$ cat src/rtl/fp_convert_unit.sv
// rtl/fp_convert_unit.sv - iterative int<->IEEE-754 single converter with start/busy/done handshake
module fp_convert_unit (
  input  logic        clk,
  input  logic        rst,
  input  logic        start,
  input  logic        dir,
  input  logic [31:0] operand,
  output logic        busy,
  output logic        done,
  output logic [31:0] result,
  output logic        invalid
);

  typedef enum logic [1:0] {
    S_IDLE  = 2'd0,
    S_SHIFT = 2'd1,
    S_PACK  = 2'd2
  } state_t;

  state_t      r_state;
  state_t      w_next_state;

  logic        r_dir;
  logic        r_sign;
  logic [31:0] r_mag;
  logic [4:0]  r_cnt;
  logic        r_special;
  logic [31:0] r_spec_res;
  logic        r_spec_inv;
  logic [31:0] r_result;
  logic        r_invalid;
  logic        r_done;

  logic [7:0]  w_exp;
  logic [22:0] w_frac;
  logic [31:0] w_abs;
  logic [4:0]  w_f2i_cnt;
  logic        w_cap_special;
  logic [31:0] w_cap_res;
  logic        w_cap_inv;
  logic        w_shift_done;
  logic [7:0]  w_i2f_exp;
  logic [31:0] w_pack_result;
  logic        w_pack_invalid;

  assign w_exp     = operand[30:23];
  assign w_frac    = operand[22:0];
  // 0x80000000 negates to itself, which is exactly the magnitude wanted
  assign w_abs     = operand[31] ? (~operand + 32'd1) : operand;
  assign w_f2i_cnt = 5'(8'd158 - w_exp);

  // Float inputs that never need the shifter: NaN/Inf, |x|<1, and |x|>=2^31
  always_comb begin
    w_cap_special = 1'b0;
    w_cap_res     = 32'h0000_0000;
    w_cap_inv     = 1'b0;
    if (w_exp == 8'hFF) begin
      w_cap_special = 1'b1;
      w_cap_res     = 32'h7FFF_FFFF;
      w_cap_inv     = 1'b1;
    end else if (w_exp < 8'd127) begin
      w_cap_special = 1'b1;
    end else if (w_exp >= 8'd158) begin
      w_cap_special = 1'b1;
      if (operand[31] && (w_exp == 8'd158) && (w_frac == 23'd0)) begin
        w_cap_res = 32'h8000_0000;
      end else begin
        w_cap_res = operand[31] ? 32'h8000_0000 : 32'h7FFF_FFFF;
        w_cap_inv = 1'b1;
      end
    end
  end

  assign w_shift_done = r_dir ? (r_cnt == 5'd0) : (r_mag[31] | (r_mag == 32'd0));
  assign w_i2f_exp    = 8'd158 - {3'b000, r_cnt};

  always_comb begin
    w_pack_result  = 32'h0000_0000;
    w_pack_invalid = 1'b0;
    if (r_dir) begin
      if (r_special) begin
        w_pack_result  = r_spec_res;
        w_pack_invalid = r_spec_inv;
      end else begin
        w_pack_result = r_sign ? (~r_mag + 32'd1) : r_mag;
      end
    end else if (r_mag != 32'd0) begin
      w_pack_result = {r_sign, w_i2f_exp, r_mag[30:8]};
    end
  end

  always_ff @(posedge clk) begin
    if (rst) r_state <= S_IDLE;
    else     r_state <= w_next_state;
  end

  always_comb begin
    w_next_state = r_state;
    case (r_state)
      S_IDLE:  if (start) w_next_state = S_SHIFT;
      S_SHIFT: if (w_shift_done) w_next_state = S_PACK;
      S_PACK:  w_next_state = S_IDLE;
      default: w_next_state = S_IDLE;
    endcase
  end

  always_comb begin
    busy = (r_state == S_SHIFT) || (r_state == S_PACK);
  end

  always_ff @(posedge clk) begin
    if (rst) begin
      r_dir      <= 1'b0;
      r_sign     <= 1'b0;
      r_mag      <= 32'd0;
      r_cnt      <= 5'd0;
      r_special  <= 1'b0;
      r_spec_res <= 32'd0;
      r_spec_inv <= 1'b0;
      r_result   <= 32'd0;
      r_invalid  <= 1'b0;
      r_done     <= 1'b0;
    end else begin
      r_done <= 1'b0;
      case (r_state)
        S_IDLE: begin
          if (start) begin
            r_dir  <= dir;
            r_sign <= operand[31];
            if (!dir) begin
              r_mag      <= w_abs;
              r_cnt      <= 5'd0;
              r_special  <= 1'b0;
              r_spec_res <= 32'd0;
              r_spec_inv <= 1'b0;
            end else begin
              r_mag      <= {1'b1, w_frac, 8'h00};
              r_cnt      <= w_cap_special ? 5'd0 : w_f2i_cnt;
              r_special  <= w_cap_special;
              r_spec_res <= w_cap_res;
              r_spec_inv <= w_cap_inv;
            end
          end
        end
        S_SHIFT: begin
          if (!w_shift_done) begin
            if (r_dir) begin
              r_mag <= r_mag >> 1;
              r_cnt <= r_cnt - 5'd1;
            end else begin
              r_mag <= r_mag << 1;
              r_cnt <= r_cnt + 5'd1;
            end
          end
        end
        S_PACK: begin
          r_result  <= w_pack_result;
          r_invalid <= w_pack_invalid;
          r_done    <= 1'b1;
        end
        default: ;
      endcase
    end
  end

  assign done    = r_done;
  assign result  = r_result;
  assign invalid = r_invalid;

endmodule

$ cat config.mk
export PLATFORM = sky130hd
export DESIGN_NAME = fp_convert_unit
export DESIGN_NICKNAME = d
export VERILOG_FILES = /design/src/rtl/fp_convert_unit.sv
export SDC_FILE = /design/constraint.sdc
export NUM_CORES = 1
export LEC_CHECK = 0
export BUFFER_PORTS_ARGS = -buffer_cell sky130_fd_sc_hd__buf_2
export CAP_MARGIN = 40
export CELL_PAD_IN_SITES_DETAIL_PLACEMENT = 1
export CELL_PAD_IN_SITES_GLOBAL_PLACEMENT = 1
export CORE_AREA = 2 2 127 129
export CTS_BUF_LIST = sky130_fd_sc_hd__clkbuf_2 sky130_fd_sc_hd__clkbuf_4 sky130_fd_sc_hd__clkbuf_8
export DETAILED_ROUTE_END_ITERATION = 10
export DIE_AREA = 0 0 129 131
export GPL_TIMING_DRIVEN = 1
export PLACE_DENSITY = 0.88
export SLEW_MARGIN = 20
export SYNTH_ARGS = -nofsm -noshare
export SYNTH_HDL_FRONTEND = slang
export SYNTH_SLANG_ARGS = --single-unit
$ cat constraint.sdc
create_clock -name clk -period 2.8 [get_ports clk]
set_input_delay 0.14 -clock clk [delete_from_list [all_inputs] [get_ports clk]]
set_output_delay 0.14 -clock clk [all_outputs]
set_load 0.02 [all_outputs]
# == After elaboration in Yosys (flattened, before gate mapping) ==
# Index checks and enable logic that the tools add are counted.
# totals
mem_count,0
mem_bits_rw,0
latch_bits,0
inputBits,36
output_inout_bits,35
register_bits,109
romBits,0
elab_cells,79
# classes
multipliers,0
n_eq_ne,7
n_reduce_logical,12
bitwise_logic,3
addsub,6
magnitude_cmp,2
div,0
n_shift,0
muxes,38
# op_table
operator,n
$mux W32,15
$add A32 B1 Y32 const B,2
$not A32 Y32,2
$pmux W32 S2,1
$logic_not A32 Y1,1
$reduce_bool A32 Y1,1
$mux W5,5
$logic_not A23 Y1,1
$eq A8 B8 Y1 const B,2
$mux W1,13
$pmux W5 S2,1
$ge A8 B8 Y1 const B,1
$lt A8 B7 Y1 const B,1
$sub A8 B5 Y8 const A,1
$ne A2 B2 Y1 const B,3
$add A5 B1 Y5 const B,1
$logic_not A5 Y1,1
$sub A5 B1 Y5 const B,1
$sub A5 B5 Y5 const A,1
$mux W2,2
$pmux W2 S2,1
$reduce_and A2 Y1,2
$reduce_and A3 Y1,1
$eq A2 B1 Y1 const B,1
other kinds (6),7

# == Logic depth before layout (Yosys ltp) ==
# Gate-level depths: netlist (run 1).
# logic_depth
ltp_word,8
depth_mapped,11
ltp_nobuf,8

# == Least setup slack after synthesis (run 1) ==
# No wires, ideal clock.
# synth_path
path_type,register to register
startpoint,reg r_mag[21]
endpoint,reg r_mag[8]
period_less_slack_ns,2.603
stages_incl_launch_ff,11
setup_ns,0.134
n_path_buf,4
required_ns,2.666
path_slack_ns,0.197
t_arrival_ns,2.469
path_cell_list,dfxtp_1 buf_6 or4_4 or3_4 or3_1 buf_6 o31a_1 buf_6 buf_2 nor2_1 a211oi_2
# synth_via
elab_chain_cells,5
# synth_rtl
item,line_no,text
start: declaration,25,logic [31:0] r_mag;
start signal: assignment,131,r_mag <= w_abs;
start signal: assignment,137,"r_mag <= {1'b1, w_frac, 8'h00};"
start signal: assignment,148,r_mag <= r_mag >> 1;
$logic_not A32 Y1,74,assign w_shift_done = r_dir ? (r_cnt == 5'd0) : (r_mag[31] | (r_mag == 32'd0));
$or A1 B1 Y1,74,
$mux W1,74,
$ne A2 B2 Y1 (no line),--,
$reduce_and A3 Y1 (no line),--,
# Every way passes these cells.
# A chain may end at the register's enable or synchronous reset.

# == Final worst setup path (run 1) ==
# layout_path
startpoint,reg r_mag[19]
endpoint,reg r_result[27] (netlist: result[27])
# layout_via
elab_chain_cells,5
elab_cells_between_ends,7
cone_classes,add/sub: 1; mux: 4; bitwise: 1; reduce/logical: 1
# layout_rtl
item,line_no,text
$not A32 Y32,85,w_pack_result = r_sign ? (~r_mag + 32'd1) : r_mag;
$add A32 B1 Y32,85,
$mux W32,85,
$mux W32,81,if (r_special) begin
$mux W32 *,80,if (r_dir) begin
end signal: assignment,157,r_result <= w_pack_result;
end: declaration,30,logic [31:0] r_result;
# Mark *: on every way between the ends. The rest lies on a longest branch, timed or not.

==> flow_metrics.py, run 1 <==
metrics = {
    "run_status": {
        "status": "finished clean",
    },
    "grt": {
        "antenna_found_initial": 0,
        "grt_max_degree": 46,
        "grt_overflow": 0,
        "grt_first_pass_wirelength_mm": 35.2,
        "grtUsageTotal_pct": 26.2,
        "use_met3_pct": 2.65,
        "met1_usage_pct": 38.6,
        "grtUsageMet2_pct": 40.4,
        "first_global_vias": 6352,
        "top_usage_layer": "met2",
    },
    "routing": {
        "first_iter_violations": 612,
        "wirelength_mm": 22.0,
        "dr.pass1.iters": 5,
        "vias": 6756,
        "ant_nets": 0,
        "drc": 0,
        "via_per_inst": 6.25,
        "routedWlPerCell_um": 20.4,
    },
    "final_layout": {
        "layout_common_cells": "nor2_1 (90), nand2_1 (85), dfxtp_1 (78)",
        "fin_util_pct": 44.2,
        "layout.nets": 913,
        "area_delta_synth_final_pct": 13.0,
        "insertedDiodeCount": 0,
        "layout_commonest_cell": "nor2_1",
        "drive_above_1_share_pct": 18.5,
        "instances_no_fill": 1081,
    },
    "worst_setup_path": {
        "worstSetupPathType": "reg2reg",
        "endpoint_kind": "flop",
        "r2r_slack_ps": 70,
        "arrival_ps": 2990,
        "crit_required_ps": 3060,
        "cp_max_fo": 7,
        "cp-start-kind": "flop",
    },
    "floorplanning": {
        "core_um2": 15600,
        "ios": 71,
        "die_w_um": 129,
        "initial_core_util_pct": 39.2,
        "die-area_um2": 16900,
        "row_count": 46,
        "die_height_um": 131,
    },
    "power": {
        "powerDensity_nw_per_um2": 1100,
        "power_mw": 7.62,
        "leakagePower_nw": 2.52,
        "peakVddDrop_uv": 441,
    },
    "cts": {
        "clk_latency_ps": 360,
        "cts_inserted_buffers": 9,
        "htree_num_levels": 3,
        "clkTransAtPathRegs_ps": 90,
        "ctsRootBufferMaster": "clkbuf_8",
        "cts_sinks": 79,
        "cts_tree": "built",
        "postCtsSetupRepairBufs": 0,
        "cts_buffer_depth": 2,
    },
    "place": {
        "portBuffers": 70,
        "dp.cells": 1066,
        "hpwl_mm": 16.4,
        "gp_congestion": 0.915,
    },
    "sta": {
        "finalSetupTns_ps": 0,
        "fin_crit_sh_pct": 97.5,
        "rsz0062_at_grt": "false",
        "finalHoldViolCount": 0,
        "slew_headroom_pct": 45.1,
        "setup_violations": 0,
        "post-route-min-period_ps": 2730,
        "fmax_ghz": 0.366,
        "fin_skew_ps": 12.2,
        "finalMaxSlewViolations": 0,
        "worst_pin_slew_ps": 815,
    },
    "logic_synthesis": {
        "synthTopCellsByArea": "dfxtp_1 (26%), nor2_1 (5.6%), xnor2_1 (5.6%)",
        "synth_seq_area_share_pct": 25.9,
        "synth_top_area_cell": "dfxtp_1",
        "postSynthAreaPerCell_um2": 7.49,
        "ys_warn_count": 0,
        "netlist_area_um2": 6110,
        "synthCells": 816,
        "synth_top_area_share_pct": 25.9,
        "synth_edf_count": 0,
        "ys_ff_latch": 79,
        "synthArstFlopShare_pct": 0,
        "ys.flop_type": "dfxtp_1",
        "syn-num-nets": 868,
        "ys_types": 64,
    },
    "run": {
        "cap_violations": 0,
    },
    "hold_path": {
        "hold_path.class": "in2reg",
    },
}
[where the power goes]
part | leakage, nW | switching, mW | total [mW] | internal, mW
registers | 0.650 | 0.487 | 2.04 | 1.56
logic | 1.77 | 2.96 | 4.70 | 1.75
clock network | 0.103 | 0.417 | 0.869 | 0.452
total | 2.52 | 3.86 | 7.62 | 3.75
[worst paths after layout]
kind             start         end  cells after the start
max          r_mag[19]  result[27]                      6
min              start       r_dir                      3
max reg2reg  r_mag[19]  result[27]                      6
min reg2reg  result[8]   result[8]                      2
[flip-flops by register name, summed over array words and instances (netlist names)]
name and flops:
r_mag 32, result 32, r_cnt 5, r_spec_res 2
r_state 2, done 1, invalid 1, r_dir 1
r_sign 1, r_spec_inv 1, r_special 1
[cells in the mapped netlist, drive strengths merged (5+ instances only)]
master and count:
nor2 91, nand2 85, dfxtp 79, clkbuf 56, o21ai 50, nor3 39, xnor2 39, a21oi 37
a211oi 35, a221oi 22, inv 21, buf 19, nand3 18, nor4 18, a311oi 15, ha 15
mux2 15, o31ai 15, or3 14, or4 14, a31oi 13, nor2b 11, mux2i 10, xor2 10
o41ai 8, nand4 7, a222oi 6, and3 5
[per-layer routing]
| metal | part of all wire, % | vias up |
|---|---|---|
| met5 | 0 | - |
| li1 | - | 3135 |
| met2 | 44 | 301 |
| met4 | 2.2 | 0 |
| met1 | 47 | 3279 |
| met3 | 6.9 | 41 |
[area by class of cell]
cell class	count	area, um^2
sequential	79	1580
clock buffer	12	153
inverter	21	78.8
fill	2009	8700
clock inverter	3	43.8
timing repair buffer	109	668
tap	216	270
multi-input combinational	641	4110
[cells by family after synthesis]
logic type                 synth area share (%)
AOI/OAI and AO/OA                          27.3
xor gates and xnor gates                   7.03
adders and majority gates                  3.40
buffers and inverters                      7.07
DFF                                        25.9
muxes                                      4.40
and+or+nand+nor                            24.9
[critical path, cell delays in order, from the launching register on]
cell and delay (ps):
dfxtp_1 390, or4_1 550, nor4_1 380, nand3_1 230, o2111a_1 290, or4_1 510, a311oi_1 280
[timing repair]
action,in CTS,in global routing
endpoints found under the setup margin,0,41
gates resized for setup,0,1
hold buffers,0,0
[per-stage QoR]
stage | setup slack (ps) | hold slack (ps) | area (um^2)
after floorplan | 197 | 326 | 6110
after global placement | 142 | 447 | 6700
after detailed placement | 117 | 453 | 6700
after CTS | 78.3 | 98.7 | 6900
after global routing | 24.9 | 138 | 6900
final | 70.6 | 112 | 6900
(Power assumes the default switching activity.)
==> run 2: changes to the inputs <==
- clock period: 2.8 -> 2.3 ns (I/O delays scaled with it)
==> run 2 against run 1 <==
  * The run now ends with setup timing left
  * Highest routed layer is now met5
  * Utilization is 6.6 points higher
  * Non-clock buffer count is 75 higher
  * Count of clock-buffer cells in the layout is 3 lower
  * Sequential power is 17% higher
  * First-iteration DRC count is 32% higher
  * Die area stayed put
  * Wire length is 24% higher
  * Critical path depth is 2 higher
  * Power is 56% higher
  * Register-to-register slack worse by 520 ps
==> flow_metrics.py, run 2 (synthesis gave the netlist of run 1 again) <==
metrics = {
    "routing": {
        "drc": 0,
        "first_iter_violations": 809,
        "vias": 7438,
        "ant_nets": 0,
        "dr.pass1.iters": 7,
        "routedWlPerCell_um": 23.6,
        "via_per_inst": 6.43,
        "wirelength_mm": 27.3,
    },
    "cts": {
        "ctsRootBufferMaster": "clkbuf_8",
        "cts_sinks": 79,
        "htree_num_levels": 3,
        "cts_buffer_depth": 2,
        "cts_tree": "built",
        "cts_hold_buf": 0,
        "cts_inserted_buffers": 9,
        "clkTransAtPathRegs_ps": 100,
        "clk_latency_ps": 390,
    },
    "floorplanning": {
        "ios": 71,
        "initial_core_util_pct": 39.2,
        "die_height_um": 131,
        "die_w_um": 129,
        "core_um2": 15600,
        "row_count": 46,
        "die-area_um2": 16900,
    },
    "grt": {
        "grt_max_degree": 46,
        "antenna_found_initial": 1,
        "first_global_vias": 7200,
        "grtUsageTotal_pct": 30.4,
        "grt_overflow": 0,
        "grt_first_pass_wirelength_mm": 40.4,
    },
    "place": {
        "place_area_um2": 7220,
        "hpwl_mm": 17.6,
        "gp_congestion": 0.939,
        "place_ws_ps": -349,
        "portBuffers": 70,
    },
    "sta": {
        "finalSetupTns_ps": -13470,
        "fin_ws_ps": -450,
        "worst_pin_slew_ps": 824,
        "setup_violations": 47,
        "finalHoldViolCount": 0,
        "holdWs_ps": 100,
        "fin_skew_ps": 23.4,
        "post-route-min-period_ps": 2750,
        "fin_crit_sh_pct": 120,
        "rsz0062_at_grt": "true",
        "finalMaxSlewViolations": 0,
        "slew_headroom_pct": 45.0,
        "fmax_ghz": 0.364,
    },
    "run_status": {
        "status": "complete, but fails checks",
        "violations": "setup timing",
    },
    "final_layout": {
        "layout.nets": 988,
        "layout_commonest_cell": "buf_4",
        "area_delta_synth_final_pct": 29.7,
        "final_cell_area_um2": 7920,
        "layout_common_cells": "buf_4 (100), nand2_1 (84), nor2_1 (77)",
        "insertedDiodeCount": 0,
        "drive_above_1_share_pct": 30.6,
    },
    "power": {
        "comb_power_share_pct": 69.9,
        "leakagePower_nw": 3.00,
        "p_sw_mw": 5.98,
        "swShare_pct": 50.3,
        "cell_internal_pwr_mw": 5.92,
        "powerDensity_nw_per_um2": 1500,
        "peakVddDrop_uv": 498,
        "pwr-share-seq_pct": 19.9,
        "power_mw": 11.9,
        "p_clk_share_pct": 10.2,
    },
    "worst_setup_path": {
        "slowest_delay_ps": 530,
        "endpoint_kind": "flop",
        "cp_max_fo": 8,
        "cp-start-kind": "flop",
        "rr_endpoint": "r_mag[22]",
        "critPathBufInv": 2,
        "crit_required_ps": 2570,
        "reg2reg_from": "r_mag[24]",
        "reg2regPathDepth": 8,
        "crit_chain": "or4_4 > or3_4 > or3_4 > o31ai_4 > buf_4 > buf_12 > nor3_2 > nor3_1",
        "worstSetupPathType": "reg2reg",
        "r2r_slack_ps": -450,
        "critPathTopFamily": "simple AND/OR/NAND/NOR gates",
        "crit_top_cell": "or3_4",
        "arrival_ps": 3020,
        "critPathSlowestCell": "or4_4",
    },
    "hold_path": {
        "hold_path.class": "in2reg",
        "hold_start": "start",
        "min_path_cells": 3,
        "whs_endpoint": "r_dir",
    },
    "run": {
        "cap_violations": 0,
    },
}
## run 2: area by class of cell
| type | count | area (um^2) |
|---|---|---|
| timing repair buffer | 184 | 1370 |
| fill | 1936 | 7670 |
| clock buffer | 9 | 124 |
| inverter | 21 | 78.8 |
| tap | 216 | 270 |
| sequential | 79 | 1590 |
| clock inverter | 7 | 105 |
| multi-input combinational | 641 | 4390 |
## run 2: routing by layer
| layer | track usage [%] | routed length, um | vias to the layer above |
|---|---|---|---|
| met5 | 0 | 12 | - |
| met4 | 11.2 | 1230 | 2 |
| met3 | 6.64 | 2370 | 106 |
| met2 | 49.9 | 12600 | 442 |
| met1 | 39.2 | 11100 | 3616 |
| li1 | - | - | 3272 |
## run 2: worst register-to-register path: stages, from the launching register on
cell and delay (ps):
dfxtp_2 340, or4_4 530, or3_4 380, or3_4 390, o31ai_4 320, buf_4 180, buf_12 120, nor3_2 60
nor3_1 310
## run 2: through the flow
step                util [%]  cells
floorplan                  -    816
finish                  50.8   1157
global placement        46.3   1125
global route            50.8   1157
detailed placement      46.3   1125
CTS                     49.1   1148
## run 2: how the worst max path moves through the flow
stage,slack (ps),from,to,cells after the start
after floorplan,-270,r_mag[24],result[30],7
after global placement,-290,r_mag[24],r_mag[24],7
after detailed placement,-350,r_mag[24],r_mag[2],7
after CTS,-270,r_mag[24],r_mag[20],8
after global routing,-520,r_mag[24],r_mag[22],8
final,-450,r_mag[24],r_mag[22],8
## run 2: timing repair
action | 4_1_cts | 5_1_grt
pin swaps | 12 | 20
resized for setup | 31 | 30
gates cloned | 2 | 4
setup buffers | 5 | 6
endpoints found under the setup margin | 48 | 54
## run 2: power groups by stage
stage	Sequential (mW)	Clock, mW	Combinational [mW]
finish	2.38	1.21	8.32
floorplan	2.52	0	3.96
detailed placement	2.31	0	6.60
global placement	2.27	0	6.37
CTS	2.31	1.20	7.16
global route	2.42	1.27	8.72
==> run 3: changes to the inputs <==
- CORE_AREA: 2 2 127 129 -> 3 3 128 130
- DIE_AREA: 0 0 129 131 -> 0 0 131 133
- GPL_TIMING_DRIVEN: 1 -> 0
- SKIP_LAST_GASP: not set -> 1
==> run 3 against run 2 <==
  * The run still ends with setup timing left
  * Non-clock buffer count down 34
  * Maximum frequency up 2.6%
  * Combinational power shrank 13%
  * Count of clock-buffer cells in the layout grew 4
  * Hold slack better by 3.9 ps
  * Clock skew decreased by 3.4 ps
  * Sequential cell count unchanged
  * Final area is 6.1% lower
  * Die area is 3.1% higher
  * Sequential power is 15% higher
  * First-iteration DRC count up 8.3%
  * Critical path type unchanged
  * Highest routed layer is now met4
==> flow_metrics.py, run 3 (synthesis gave the netlist of run 1 again) <==
metrics = {
    "run_status": {
        "status": "complete, but fails checks",
        "violations": "setup timing",
    },
    "hold_path": {
        "hold_path.class": "in2reg",
        "min_path_cells": 2,
        "whs_endpoint": "done",
        "hold_start": "rst",
    },
    "cts": {
        "cts_inserted_buffers": 9,
        "cts_sinks": 79,
        "cts_buffer_depth": 2,
        "clk_latency_ps": 380,
        "cts_hold_buf": 0,
        "clkTransAtPathRegs_ps": 100,
        "cts_tree": "built",
        "ctsRootBufferMaster": "clkbuf_8",
        "htree_num_levels": 3,
    },
    "routing": {
        "dr.pass1.iters": 6,
        "first_iter_violations": 876,
        "via_per_inst": 6.55,
        "ant_nets": 0,
        "wirelength_mm": 27.4,
        "routedWlPerCell_um": 24.5,
        "vias": 7319,
        "drc": 0,
    },
    "floorplanning": {
        "ios": 71,
        "die_w_um": 131,
        "die-area_um2": 17400,
        "initial_core_util_pct": 40.0,
        "core_um2": 15300,
        "row_count": 45,
        "die_height_um": 133,
    },
    "worst_setup_path": {
        "cp_max_fo": 10,
        "crit_chain": "or4_4 > or3_4 > or3_4 > o31ai_4 > buf_6 > buf_8 > a211oi_1 > nor3_1",
        "slowest_delay_ps": 520,
        "cp-start-kind": "flop",
        "crit_required_ps": 2590,
        "reg2reg_from": "r_mag[24]",
        "worstSetupPathType": "reg2reg",
        "critPathBufInv": 2,
        "rr_endpoint": "r_mag[27]",
        "endpoint_kind": "flop",
        "r2r_slack_ps": -380,
        "critPathSlowestCell": "or4_4",
        "reg2regPathDepth": 8,
        "critPathTopFamily": "simple AND/OR/NAND/NOR gates",
        "crit_top_cell": "or3_4",
        "arrival_ps": 2970,
    },
    "place": {
        "dp.cells": 1092,
        "gp_congestion": 0.959,
        "portBuffers": 65,
        "place_ws_ps": -932,
        "hpwl_mm": 19.6,
    },
    "power": {
        "leakagePower_nw": 2.65,
        "powerDensity_nw_per_um2": 1490,
        "peakVddDrop_uv": 554,
    },
    "sta": {
        "rsz0062_at_grt": "true",
        "post-route-min-period_ps": 2680,
        "finalSetupTns_ps": -12810,
        "setup_violations": 49,
        "fin_skew_ps": 20.0,
        "fin_crit_sh_pct": 116,
        "finalHoldViolCount": 0,
        "slew_headroom_pct": 49.9,
        "fin_ws_ps": -379,
        "worst_pin_slew_ps": 751,
        "finalMaxSlewViolations": 0,
        "fmax_ghz": 0.373,
    },
    "grt": {
        "grt_overflow": 0,
        "antenna_found_initial": 0,
        "first_global_vias": 6959,
        "grt_max_degree": 13,
        "grtUsageTotal_pct": 30.1,
        "grt_first_pass_wirelength_mm": 40.9,
    },
    "final_layout": {
        "drive_above_1_share_pct": 25.4,
        "layout.nets": 954,
        "layout_common_cells": "nand2_1 (85), buf_2 (70), dfxtp_1 (70)",
        "fillerInstances": 1919,
        "layout_commonest_cell": "nand2_1",
        "area_delta_synth_final_pct": 21.8,
        "instances_no_fill": 1118,
        "insertedDiodeCount": 0,
    },
    "run": {
        "cap_violations": 0,
    },
}
==> run 3: cell types whose count changed in the layout (fill, tap and decap cells not counted), sizes merged <==
cell	change
buf	-77
clkinv	-1
clkbuf	+47
inv	-2
bufinv	-1
==> run 3: worst reg2reg max path: cells and delay by family (launching register included) <==
family	cells	cell delay [ps]
AO/OA/AOI/OAI	2	330
buffers and inverters	2	360
flip-flops	1	370
AND/OR/NAND/NOR	4	1520
==> run 3: metal layers <==
metal	track usage, %	vias up	share of wire, %
li1	-	3201	-
met1	42.1	3532	42
met2	47.0	496	45
met3	3.75	90	9.5
met4	11.4	0	4.1
met5	0	-	0
==> run 3: report_power, final <==
group | leakage (nW) | switching [mW] | internal (mW)
Sequential | 0.653 | 0.808 | 1.92
Clock | 0.104 | 0.541 | 0.567
Combinational | 1.89 | 4.40 | 2.82
Total | 2.65 | 5.75 | 5.31
==> run 3: what timing repair did <==
action                     4_1_cts  5_1_grt
cloned                           1        0
resized for setup               59       48
pin swaps                       17       15
setup endpoints to repair       65       68
setup buffers                   14        4
==> run 3: final cells by class <==
class / count / area (um^2) / area share, %
flip-flops and latches: 79 / 1600 / 21.5
inverters: 21 / 78.8 / 1.06
multi-input cells: 641 / 4410 / 59.3
repair buffers: 84 / 499 / 6.71
well taps: 211 / 264 / 3.55
clock inverters: 3 / 42.5 / 0.572
plain buffers: 66 / 383 / 5.14
clock buffers: 13 / 160 / 2.15
==> run 3: how the worst max path moves through the flow <==
stage                   start    endpoint  slack [ps]  cells after the start
floorplan           r_mag[24]  result[30]        -270                      7
CTS                 r_mag[22]   r_mag[16]        -220                      8
finish              r_mag[24]   r_mag[27]        -380                      8
detailed placement   r_mag[0]   r_mag[24]        -930                     10
global placement     r_mag[0]    r_mag[8]        -940                     10
global route        r_mag[22]   r_mag[27]        -420                      8
==> run 3: metrics by stage <==
| stage | hold slack (ps) | cell area [um^2] | utilization, % | total power, mW |
|---|---|---|---|---|
| 3_3_place_gp | 440 | 6760 | 44.3 | 8.19 |
| 4_1_cts | 74.4 | 7260 | 47.6 | 10.2 |
| 5_1_grt | 105 | 7440 | 48.8 | 11.6 |
| 3_5_place_dp | 449 | 6760 | 44.3 | 8.34 |
| 2_1_floorplan | 301 | 6170 | - | 6.48 |
| 6_report | 104 | 7440 | 48.8 | 11.1 |
